### src/rtl/timing_pkg.sv
// ---------------------------------------------------------------------------
// timing_pkg
// Shared definitions for the timing sweep sequencer:
//   - state_t   : sequencer state encoding
//   - DEF_*     : default parameter values (candidate range, sample count,
//                 measurement counter width)
//   - clog2()   : constant function used to size the latency accumulator
// ---------------------------------------------------------------------------
package timing_pkg;

  typedef enum logic [2:0] {
    ST_IDLE,
    ST_SEND,
    ST_MEAS,
    ST_GAP,
    ST_NEXT,
    ST_FIN
  } state_t;

  localparam logic [7:0] DEF_CAND_FIRST = 8'h20;
  localparam logic [7:0] DEF_CAND_LAST  = 8'h7E;
  localparam int         DEF_SAMPLES    = 4;
  localparam int         DEF_CNT_W      = 24;

  // ceil(log2(value)); returns 0 for value <= 1.
  function automatic int clog2(input int value);
    int r;
    r = 0;
    for (int v = value - 1; v > 0; v = v >> 1) begin
      r = r + 1;
    end
    return r;
  endfunction

endpackage

### src/rtl/timing_sweep_ctrl_if.sv
// ---------------------------------------------------------------------------
// timing_sweep_ctrl_if
// Target-side handshake between the sweep sequencer and the UART
// transmitter / trigger pair.
//   tx_data    : byte to transmit (sequencer -> UART)
//   tx_start   : one-cycle transmit request (sequencer -> UART)
//   tx_busy    : transmitter busy (UART -> sequencer)
//   trig_en    : one-cycle arm pulse (sequencer -> trigger)
//   trig_valid : detection pulse (trigger -> sequencer)
// Modports: master = sequencer side, slave = UART/trigger side.
// ---------------------------------------------------------------------------
interface timing_sweep_ctrl_if;

  logic [7:0] tx_data;
  logic       tx_start;
  logic       tx_busy;
  logic       trig_en;
  logic       trig_valid;

  modport master (
    output tx_data,
    output tx_start,
    output trig_en,
    input  tx_busy,
    input  trig_valid
  );

  modport slave (
    input  tx_data,
    input  tx_start,
    input  trig_en,
    output tx_busy,
    output trig_valid
  );

endinterface

### src/rtl/lat_counter.sv
// ---------------------------------------------------------------------------
// lat_counter
// Per-measurement cycle counter with synchronous clear and count enable.
// The count saturates at all-ones so it can never wrap back below the
// timeout threshold.
// Ports:
//   clk, rst_n  : clock, asynchronous active-low reset
//   i_clear     : force count to zero (has priority over i_en)
//   i_en        : increment by one
//   o_cnt       : current count
//   o_at_limit  : count equals LIMIT
// ---------------------------------------------------------------------------
module lat_counter
  import timing_pkg::*;
#(
  parameter int           W     = DEF_CNT_W,
  parameter logic [W-1:0] LIMIT = {W{1'b1}}
) (
  input  logic         clk,
  input  logic         rst_n,
  input  logic         i_clear,
  input  logic         i_en,
  output logic [W-1:0] o_cnt,
  output logic         o_at_limit
);

  logic [W-1:0] r_cnt;

  always_ff @(posedge clk or negedge rst_n) begin
    if (!rst_n) begin
      r_cnt <= '0;
    end else if (i_clear) begin
      r_cnt <= '0;
    end else if (i_en && (r_cnt != {W{1'b1}})) begin
      r_cnt <= r_cnt + 1'b1;
    end
  end

  assign o_cnt      = r_cnt;
  assign o_at_limit = (r_cnt == LIMIT);

endmodule

### src/rtl/timing_sweep_ctrl.sv
// ---------------------------------------------------------------------------
// timing_sweep_ctrl
// Walks candidate bytes CAND_FIRST..CAND_LAST. For each candidate it sends
// the byte through the UART and arms the trigger in the same cycle, counts
// cycles until trig_valid, and sums SAMPLES such latencies. The candidate
// with the strictly largest sum wins (ties keep the earlier candidate).
// A measurement that reaches TIMEOUT without trig_valid aborts the sweep.
//
// Ports:
//   clk, rst_n     : clock, asynchronous active-low reset
//   i_start        : one-cycle sweep request, ignored while busy
//   o_busy         : sweep in progress (through the done cycle)
//   o_done         : one-cycle end-of-sweep pulse
//   o_best_char    : winning candidate
//   o_best_time    : accumulated latency of the winner
//   o_timeout_err  : sweep aborted on timeout
//   bus            : UART/trigger handshake (timing_sweep_ctrl_if.master)
//
// Optional feature, macro TIMING_SWEEP_RESULT_STREAM_EN:
//   o_res_valid/o_res_char/o_res_time pulse during every NEXT state with
//   that candidate's total. Absent when the macro is undefined.
// ---------------------------------------------------------------------------
module timing_sweep_ctrl
  import timing_pkg::*;
#(
  parameter logic [7:0]       CAND_FIRST = DEF_CAND_FIRST,
  parameter logic [7:0]       CAND_LAST  = DEF_CAND_LAST,
  parameter int               SAMPLES    = DEF_SAMPLES,
  parameter int               CNT_W      = DEF_CNT_W,
  parameter logic [CNT_W-1:0] TIMEOUT    = {CNT_W{1'b1}},
  localparam int              ACC_W      = CNT_W + clog2(SAMPLES)
) (
  input  logic                clk,
  input  logic                rst_n,
  input  logic                i_start,
  output logic                o_busy,
  output logic                o_done,
  output logic [7:0]          o_best_char,
  output logic [ACC_W-1:0]    o_best_time,
  output logic                o_timeout_err,
  timing_sweep_ctrl_if.master bus
`ifdef TIMING_SWEEP_RESULT_STREAM_EN
  ,
  output logic                o_res_valid,
  output logic [7:0]          o_res_char,
  output logic [ACC_W-1:0]    o_res_time
`endif
);

  localparam int SMP_W  = clog2(SAMPLES);
  localparam int SIDX_W = (SMP_W > 0) ? SMP_W : 1;
  localparam logic [SIDX_W-1:0] LAST_SAMPLE = SIDX_W'(SAMPLES - 1);

  state_t              r_state, w_state_next;
  logic [7:0]          r_cand, w_cand_next;
  logic [SIDX_W-1:0]   r_sample, w_sample_next;
  logic [ACC_W-1:0]    r_acc, w_acc_next;
  logic [7:0]          r_best_char, w_best_char_next;
  logic [ACC_W-1:0]    r_best_time, w_best_time_next;
  logic                r_timeout_err, w_timeout_err_next;

  logic                w_cnt_clear;
  logic                w_cnt_en;
  logic                w_at_limit;
  logic [CNT_W-1:0]    w_cnt;
  logic [CNT_W:0]      w_lat;
  logic [ACC_W:0]      w_sum;
  logic [ACC_W-1:0]    w_acc_add;

  logic                w_tx_start;
  logic                w_trig_en;
  logic                w_done;

  lat_counter #(
    .W     (CNT_W),
    .LIMIT (TIMEOUT)
  ) u_lat_counter (
    .clk        (clk),
    .rst_n      (rst_n),
    .i_clear    (w_cnt_clear),
    .i_en       (w_cnt_en),
    .o_cnt      (w_cnt),
    .o_at_limit (w_at_limit)
  );

  // The counter reads 0 in the first cycle after the arm pulse, so the
  // latency is cnt+1. One extra bit on each sum covers the corner where the
  // answer lands exactly at an all-ones TIMEOUT; the sum then saturates.
  assign w_lat     = {1'b0, w_cnt} + {{CNT_W{1'b0}}, 1'b1};
  assign w_sum     = {1'b0, r_acc} + (ACC_W+1)'(w_lat);
  assign w_acc_add = w_sum[ACC_W] ? {ACC_W{1'b1}} : w_sum[ACC_W-1:0];

  // Next-state and control outputs.
  always_comb begin
    w_state_next       = r_state;
    w_cand_next        = r_cand;
    w_sample_next      = r_sample;
    w_acc_next         = r_acc;
    w_best_char_next   = r_best_char;
    w_best_time_next   = r_best_time;
    w_timeout_err_next = r_timeout_err;
    w_tx_start         = 1'b0;
    w_trig_en          = 1'b0;
    w_done             = 1'b0;
    w_cnt_clear        = 1'b0;
    w_cnt_en           = 1'b0;

    case (r_state)
      ST_IDLE: begin
        if (i_start) begin
          w_state_next       = ST_SEND;
          w_cand_next        = CAND_FIRST;
          w_sample_next      = '0;
          w_acc_next         = '0;
          w_best_char_next   = CAND_FIRST;
          w_best_time_next   = '0;
          w_timeout_err_next = 1'b0;
        end
      end

      ST_SEND: begin
        // Transmit and arm together so the measured latency starts at the
        // moment the byte leaves.
        if (!bus.tx_busy) begin
          w_tx_start   = 1'b1;
          w_trig_en    = 1'b1;
          w_cnt_clear  = 1'b1;
          w_state_next = ST_MEAS;
        end
      end

      ST_MEAS: begin
        w_cnt_en = 1'b1;
        // A detection in the same cycle as the limit still counts.
        if (bus.trig_valid) begin
          w_acc_next   = w_acc_add;
          w_state_next = ST_GAP;
        end else if (w_at_limit) begin
          w_timeout_err_next = 1'b1;
          w_state_next       = ST_FIN;
        end
      end

      ST_GAP: begin
        if (!bus.tx_busy) begin
          if (r_sample < LAST_SAMPLE) begin
            w_sample_next = r_sample + 1'b1;
            w_state_next  = ST_SEND;
          end else begin
            w_state_next = ST_NEXT;
          end
        end
      end

      ST_NEXT: begin
        if (r_acc > r_best_time) begin
          w_best_char_next = r_cand;
          w_best_time_next = r_acc;
        end
        if (r_cand == CAND_LAST) begin
          w_state_next = ST_FIN;
        end else begin
          w_cand_next   = r_cand + 8'd1;
          w_sample_next = '0;
          w_acc_next    = '0;
          w_state_next  = ST_SEND;
        end
      end

      ST_FIN: begin
        w_done       = 1'b1;
        w_state_next = ST_IDLE;
      end

      default: begin
        w_state_next = ST_IDLE;
      end
    endcase
  end

  always_ff @(posedge clk or negedge rst_n) begin
    if (!rst_n) begin
      r_state       <= ST_IDLE;
      r_cand        <= CAND_FIRST;
      r_sample      <= '0;
      r_acc         <= '0;
      r_best_char   <= 8'h00;
      r_best_time   <= '0;
      r_timeout_err <= 1'b0;
    end else begin
      r_state       <= w_state_next;
      r_cand        <= w_cand_next;
      r_sample      <= w_sample_next;
      r_acc         <= w_acc_next;
      r_best_char   <= w_best_char_next;
      r_best_time   <= w_best_time_next;
      r_timeout_err <= w_timeout_err_next;
    end
  end

`ifdef TIMING_SWEEP_RESULT_STREAM_EN
  // Loaded on the GAP->NEXT transition so the pulse lines up with NEXT.
  logic             r_res_valid;
  logic [7:0]       r_res_char;
  logic [ACC_W-1:0] r_res_time;
  logic             w_res_load;

  assign w_res_load = (r_state == ST_GAP) && (w_state_next == ST_NEXT);

  always_ff @(posedge clk or negedge rst_n) begin
    if (!rst_n) begin
      r_res_valid <= 1'b0;
      r_res_char  <= 8'h00;
      r_res_time  <= '0;
    end else begin
      r_res_valid <= w_res_load;
      if (w_res_load) begin
        r_res_char <= r_cand;
        r_res_time <= r_acc;
      end
    end
  end

  assign o_res_valid = r_res_valid;
  assign o_res_char  = r_res_char;
  assign o_res_time  = r_res_time;
`endif

  // tx_data is only driven while a send is pending so it reads 0 otherwise.
  assign bus.tx_data    = (r_state == ST_SEND) ? r_cand : 8'h00;
  assign bus.tx_start   = w_tx_start;
  assign bus.trig_en    = w_trig_en;

  assign o_busy         = (r_state != ST_IDLE);
  assign o_done         = w_done;
  assign o_best_char    = r_best_char;
  assign o_best_time    = r_best_time;
  assign o_timeout_err  = r_timeout_err;

endmodule
### src/flat_wrapper.sv
// flat-port wrapper written by rule: the top's interface ports become plain ports
module timing_sweep_ctrl_flat import timing_pkg::*;
#(
  parameter logic [7:0]       CAND_FIRST = DEF_CAND_FIRST,
  parameter logic [7:0]       CAND_LAST  = DEF_CAND_LAST,
  parameter int               SAMPLES    = DEF_SAMPLES,
  parameter int               CNT_W      = DEF_CNT_W,
  parameter logic [CNT_W-1:0] TIMEOUT    = {CNT_W{1'b1}},
  localparam int              ACC_W      = CNT_W + clog2(SAMPLES)
)
  (clk, rst_n, i_start, o_busy, o_done, o_best_char, o_best_time, o_timeout_err, bus_tx_data, bus_tx_start, bus_trig_en, bus_tx_busy, bus_trig_valid);
  timing_sweep_ctrl_if bus_i ();
  input  logic clk;
  input  logic rst_n;
  input  logic i_start;
  output logic o_busy;
  output logic o_done;
  output logic [7:0] o_best_char;
  output logic [ACC_W-1:0] o_best_time;
  output logic o_timeout_err;
  output wire logic [$bits(bus_i.tx_data)-1:0] bus_tx_data;
  output wire logic [$bits(bus_i.tx_start)-1:0] bus_tx_start;
  output wire logic [$bits(bus_i.trig_en)-1:0] bus_trig_en;
  input wire logic [$bits(bus_i.tx_busy)-1:0] bus_tx_busy;
  input wire logic [$bits(bus_i.trig_valid)-1:0] bus_trig_valid;
  assign bus_tx_data = bus_i.tx_data;
  assign bus_tx_start = bus_i.tx_start;
  assign bus_trig_en = bus_i.trig_en;
  assign bus_i.tx_busy = bus_tx_busy;
  assign bus_i.trig_valid = bus_trig_valid;
  timing_sweep_ctrl #(.CAND_FIRST(CAND_FIRST), .CAND_LAST(CAND_LAST), .SAMPLES(SAMPLES), .CNT_W(CNT_W), .TIMEOUT(TIMEOUT)) u_core (.clk(clk), .rst_n(rst_n), .i_start(i_start), .o_busy(o_busy), .o_done(o_done), .o_best_char(o_best_char), .o_best_time(o_best_time), .o_timeout_err(o_timeout_err), .bus(bus_i));
endmodule
### config.mk
export PLATFORM = sky130hd
export DESIGN_NAME = timing_sweep_ctrl_flat
export DESIGN_NICKNAME = d
export VERILOG_FILES = /design/src/rtl/timing_pkg.sv /design/src/rtl/timing_sweep_ctrl_if.sv /design/src/rtl/lat_counter.sv /design/src/rtl/timing_sweep_ctrl.sv /design/src/flat_wrapper.sv
export SDC_FILE = /design/constraint.sdc
export NUM_CORES = 1
export LEC_CHECK = 0
export ABC_AREA = 1
export ABC_CLOCK_PERIOD_IN_PS = 2000
export CELL_PAD_IN_SITES_DETAIL_PLACEMENT = 2
export CELL_PAD_IN_SITES_GLOBAL_PLACEMENT = 2
export CORE_ASPECT_RATIO = 0.9
export CORE_MARGIN = 2
export CORE_UTILIZATION = 30
export CTS_CLUSTER_DIAMETER = 150
export DETAILED_ROUTE_END_ITERATION = 7
export PLACE_DENSITY_LB_ADDON = 0.12
export SETUP_SLACK_MARGIN = 0.4
export SYNTH_ARGS = -nofsm -noshare
export SYNTH_HDL_FRONTEND = slang
export SYNTH_SLANG_ARGS = --single-unit
### constraint.sdc
create_clock -name clk -period 2 [get_ports clk]
set_input_delay 0.2 -clock clk [delete_from_list [all_inputs] [get_ports clk]]
set_output_delay 0.2 -clock clk [all_outputs]
set_load 0.01 [all_outputs]
After elaboration in Yosys (flattened, before gate mapping)
Cells that the tools add are included.
{"block": "totals", "ff_bits": 98, "inputBits": 5, "out_inout_bits": 47}
{"block": "op_classes", "add_sub_neg": 5, "n_lt_le_gt_ge": 2, "n_eq_ne": 18, "n_mux": 36, "reduce_logical": 14}
{"cell": "$mux 26", "count": 5}
{"cell": "$pmux 26 s3", "count": 1}
{"cell": "$pmux 26 s2", "count": 1}
{"cell": "$mux 24", "count": 2}
{"cell": "$mux 8", "count": 4}
{"cell": "$pmux 8 s2", "count": 2}
{"cell": "$add 26x25->27", "count": 1}
{"cell": "$gt 26x26->1", "count": 1}
{"cell": "$add 24x1->25 const B", "count": 1}
{"cell": "$add 24x1->24 const B", "count": 1}
{"cell": "$eq 24x24->1 const B", "count": 1}
{"cell": "$ne 24x24->1 const B", "count": 1}
{"cell": "$mux 3", "count": 7}
{"cell": "$pmux 3 s5", "count": 1}
{"cell": "$ne 2x2->1 const B", "count": 7}
{"cell": "$reduce_and 4->1", "count": 3}
{"cell": "$reduce_bool 3->1", "count": 3}
{"cell": "$add 8x1->8 const B", "count": 1}
{"cell": "$eq 8x7->1 const B", "count": 1}
{"cell": "$mux 2", "count": 4}
{"cell": "$mux 1", "count": 7}
{"cell": "$eq 3x2->1 const B", "count": 2}
{"cell": "$eq 3x3->1 const B", "count": 2}
{"cell": "$pmux 2 s3", "count": 1}
{"cell": "other kinds (11)", "count": 15}

Logic depth before layout (Yosys ltp)
{"block": "depth", "depth_word": 5, "ltp_mapped": 15, "depth_no_buf": 15}

Modules after synthesis
From an unflattened synthesis, not the netlist that was laid out.
{"block": "unflattened", "hier_cells": 1205, "area_unflattened_um2": 7828.8}
{"module": "timing_sweep_ctrl", "instances": 1, "cells_each": 959, "area_per_inst_um2": 6190.9, "seq_area_each_um2": 1853.0}
{"module": "lat_counter", "instances": 1, "cells_each": 246, "area_per_inst_um2": 1637.8, "seq_area_each_um2": 600.6}

Worst setup path before layout
OpenSTA, ideal clock, no wires.
{"block": "synth_path", "kind": "flip-flop to flip-flop", "start": "register u_core.u_lat_counter.r_cnt[0] (netlist: u_core.u_lat_counter.o_cnt[0])", "end": "register u_core.r_acc[19]", "arrival_ns": 1.957, "required_ns": 1.883, "path_slack_ns": -0.074, "path_stages_with_launch": 14, "n_path_buf": 1, "synth_period_minus_slack_ns": 2.074, "cell_sequence": "dfrtp_1 inv_1 ha_1 inv_1 fa_1 nand3_1 nand3_1 nand2_1 inv_1 nor2_4 buf_6 nand3_1 nand2_1 nand2_1"}
{"block": "synth_via", "elab_chain_len": 5}
{"item": "start: declaration", "line": "lat_counter.sv:27", "rtl": "logic [W-1:0] r_cnt;"}
{"item": "start signal: assignment", "line": "lat_counter.sv:35", "rtl": "r_cnt <= r_cnt + 1'b1;"}
{"item": "$add 24x1->25", "line": "timing_sweep_ctrl.sv:89", "rtl": "assign w_lat = {1'b0, w_cnt} + {{CNT_W{1'b0}}, 1'b1};"}
{"item": "$add 26x25->27", "line": "timing_sweep_ctrl.sv:90", "rtl": "assign w_sum = {1'b0, r_acc} + (ACC_W+1)'(w_lat);"}
{"item": "$mux 26", "line": "timing_sweep_ctrl.sv:91", "rtl": "assign w_acc_add = w_sum[ACC_W] ? {ACC_W{1'b1}} : w_sum[ACC_W-1:0];"}
{"item": "$mux 26", "line": "timing_sweep_ctrl.sv:135", "rtl": "if (bus.trig_valid) begin"}
{"item": "$pmux 26 s3", "line": "timing_sweep_ctrl.sv:108", "rtl": "case (r_state)"}
{"item": "end signal: assignment", "line": "timing_sweep_ctrl.sv:194", "rtl": "r_acc <= w_acc_next;"}
{"item": "end: declaration", "line": "timing_sweep_ctrl.sv:57", "rtl": "logic [ACC_W-1:0] r_acc, w_acc_next;"}
No other way between the ends. The select of a mux whose other input is x is not followed.
A chain may end at the register's enable or synchronous reset.

Final worst setup path
{"block": "layout_path", "start": "register u_core.r_acc[7]", "end": "register u_core.r_acc[21]"}
{"block": "layout_via", "elab_chain_len": 4}
{"item": "$add 26x25->27", "line": "timing_sweep_ctrl.sv:90"}
{"item": "$mux 26", "line": "timing_sweep_ctrl.sv:91"}
{"item": "$mux 26", "line": "timing_sweep_ctrl.sv:135"}
{"item": "$pmux 26 s3", "line": "timing_sweep_ctrl.sv:108"}
No other way between the ends. The select of a mux whose other input is x is not followed.

==> flow_summary.toml <==
[outcome]
outcome = "finished, violations left"
violations = "negative setup slack"

[critical_path]
crit_family = "simple AND/OR/NAND/NOR gates"
crit_required_ns = 2.30
path_cells = "ha_4, nand2_1, nor2_1, buf_4, nand2_1, nor2_1, nand2_1, nand3_1, nand2_1, nand3_2, nand2_1, nand2_1"
slowest_stage = "dfrtp_1"
cp_max_fo = 4
worstSetupPathType = "flip-flop to flip-flop"
startpoint = "u_core.r_acc[7]$_DFFE_PN0P_"
critical_path.endpoint_type = "flip-flop"
cp.arrival_ns = 2.68
cp-start-kind = "flip-flop"
path_common_cell = "nand2_1"
cp_slowest_stage_delay_ns = 0.50
crit_buf_inv = 1
r2r_start = "u_core.r_acc[7]$_DFFE_PN0P_"

[sta]
drv_slew = 0
layout_setup_ws_ns = -0.378
slew_headroom = 0.703
fmax_mhz = 421
timing.final.hold_violations = 0
worst_clock_skew_ns = 0.0174
fin_crit_sh = 1.19
setup_viol = 90
worst_hold_slack_ns = 0.297
fin_tns_setup_ns = -18.77
period_minus_slack_ns = 2.38
worst_slew_pin_slew_ns = 0.445
rsz0062_at_grt = "yes"

[finish]
multi_input_area_sq_um = 5850
fillCellCount = 2769
drive_above_1_share = 0.403
regArea_sq_um = 2480
syn_to_final_growth_pct = 63.0
design_area_sq_um = 12500
final_nets = 1496
finalNonFillerCells = 1785
fin_util = 0.496

[synth]
ys.warnings.count = 0
synthTopCellsByCount = "nand2_1, inv_1, nor2_1"
synthFlopType = "dfrtp_1"
synth_area_sq_um = 7650
syn_inst = 1182
synth_edf_count = 0
avgSynthCellArea_sq_um = 6.47
netlist_top_cells_area = "dfrtp_1, nand2_1, inv_1"
yosysTopAreaCellShare = 0.317
synth.largest_area_cell = "dfrtp_1"
synthArstFlopShare = 1.00
yosysSeqAreaShare = 0.321
yosys.cell_count.top_type = "nand2_1"
synthesis.nets = 1242
ys_seq_elements = 98
synth_cell_types = 38

[floorplanning]
io-pin-count = 52
die_w_microns = 172
fp.dieH_microns = 155
fp-row-count = 55
start_util = 0.305
die_area_sq_um = 26800
core-area_sq_um = 25100

[power]
p_leak_nw = 6.54
p_total_mw = 11.2
pwr_density_cell_nw_per_um2 = 902
vdd_drop_max_uv = 981

[drt]
vias = 9368
routedWlPerCell_microns = 26.4
routed_wl_mm = 47.2
dr.pass1.iters = 5
vias_per_cell = 5.25
postRouteAntennaNets = 0
drcViolationCount = 0
drt_iter0_drc = 480

[place]
portBuffers = 51
dp_hpwl_mm = 25.6
gp_congestion = 0.851
place_ws_ns = -0.206
placed_cell_area_sq_um = 9650
place_inst = 1691

[grt]
grt_util_all_layers = 0.289
overflow = 0
grt_pass1_wl_mm = 58.2
grt_start_max_net_pins = 49
antenna_found_initial = 2
grt_pass1_vias = 10100

[cts]
clockBufferDepth = 2
numClockSinks = 98
cts_tree = "built"
cts_buffers = 9
root_buffer = "clkbuf_16"
htreeDepth = 3
cts.reportedPaths.clkPinSlew_ns = 0.08
clk_latency_ns = 0.38

[worst_hold_path]
hp-class = "primary input to async pin"

[job]
cap_violations = 0
report_power, final:
group / leakage, nW / switching [mW] / internal [mW] / total, mW
logic: 5.08 / 3.93 / 2.79 / 6.72
registers: 1.31 / 0.348 / 2.21 / 2.55
clock network: 0.151 / 1.07 / 0.904 / 1.97
total: 6.54 / 5.34 / 5.90 / 11.2
worst paths after layout:
| kind | slack, ns | end | cells past startpoint |
|---|---|---|---|
| setup reg to reg | -0.38 | u_core.r_acc[21]$_DFFE_PN0P_ | 12 |
| min in group clk | 0.52 | u_core.o_best_char[3]$_DFFE_PN0P_ | 2 |
| hold / removal | 0.30 | u_core.r_acc[17]$_DFFE_PN0P_ | 2 |
| hold reg to reg | 0.52 | u_core.o_best_char[3]$_DFFE_PN0P_ | 2 |
| max in group asynchronous | 1.03 | u_core.r_cand[5]$_DFFE_PN1P_ | 3 |
| setup / recovery | -0.38 | u_core.r_acc[21]$_DFFE_PN0P_ | 12 |
flip-flops by register name, indices dropped and copies added, names as in the netlist:
| signal | cells |
|---|---|
| u_core.r_sample | 2 |
| u_core.r_cand | 8 |
| u_core.o_timeout_err | 1 |
| u_core.r_state | 3 |
| u_core.r_acc | 26 |
| u_core.u_lat_counter.o_cnt | 24 |
| u_core.o_best_time | 26 |
| u_core.o_best_char | 8 |
layout by cell type (no fill, tap or decap), drive strengths merged:
cell	count
o21bai	6
dlygate4sd2	2
nor3	19
dfrtp	97
o31ai	4
xnor2	10
o21ai	38
o21a	2
nor3b	1
fa	1
inv	206
ha	54
clkinvlp	1
clkinv	6
dfstp	1
o22ai	2
xor2	14
dlygate4sd3	1
a21o	2
nand2	414
a31oi	1
buf	225
or2	1
nor2	123
clkdlybuf4s50	33
nand3b	2
clkbuf	11
dlymetal6s2s	3
a21oi	31
nand4	21
diode	2
and2	2
nand3	107
repair_timing:
action                                 CTS  global route
endpoints found under the hold margin   18             0
setup endpoints to repair              111           113
resized for setup                      301           235
pin swaps                               50            56
cloned                                   4             2
hold buffers                             1             0
setup buffers                           45            24
worst reg2reg max path, stage by stage, from the launching register on:
cell,delay (ns)
dfrtp_1,0.50
ha_4,0.38
nand2_1,0.12
nor2_1,0.22
buf_4,0.16
nand2_1,0.11
nor2_1,0.21
nand2_1,0.12
nand3_1,0.13
nand2_1,0.08
nand3_2,0.09
nand2_1,0.10
nand2_1,0.09
final cells by class:
| type | instances | share of cell area |
|---|---|---|
| multi-input cells | 855 | 0.469 |
| repair buffers | 266 | 0.205 |
| flip-flops and latches | 98 | 0.199 |
| inverters | 204 | 0.0646 |
| well taps | 342 | 0.0343 |
| clock buffers | 9 | 0.0181 |
| clock inverters | 7 | 0.00693 |
| repair inverters | 2 | 0.00181 |
| diodes | 2 | 0.000401 |
cells by family (layout without fill, tap and decap cells):
group	count (synthesis)	count (layout)	synth area share
AOI/OAI and AO/OA	86	86	0.0613
xor gates and xnor gates	24	24	0.0275
adders and majority gates	55	55	0.0909
buffers and inverters	229	488	0.121
DFF	98	98	0.321
other	0	2	0
and+or+nand+nor	690	690	0.378
per-layer routing:
metal	GRT usage	vias up	share of wire
met5	0	-	0
met3	0.0453	118	0.039
met1	0.340	4765	0.40
met2	0.519	281	0.52
met4	0.124	0	0.047
li1	-	4204	-
Power figures use the tool's default switching activity.
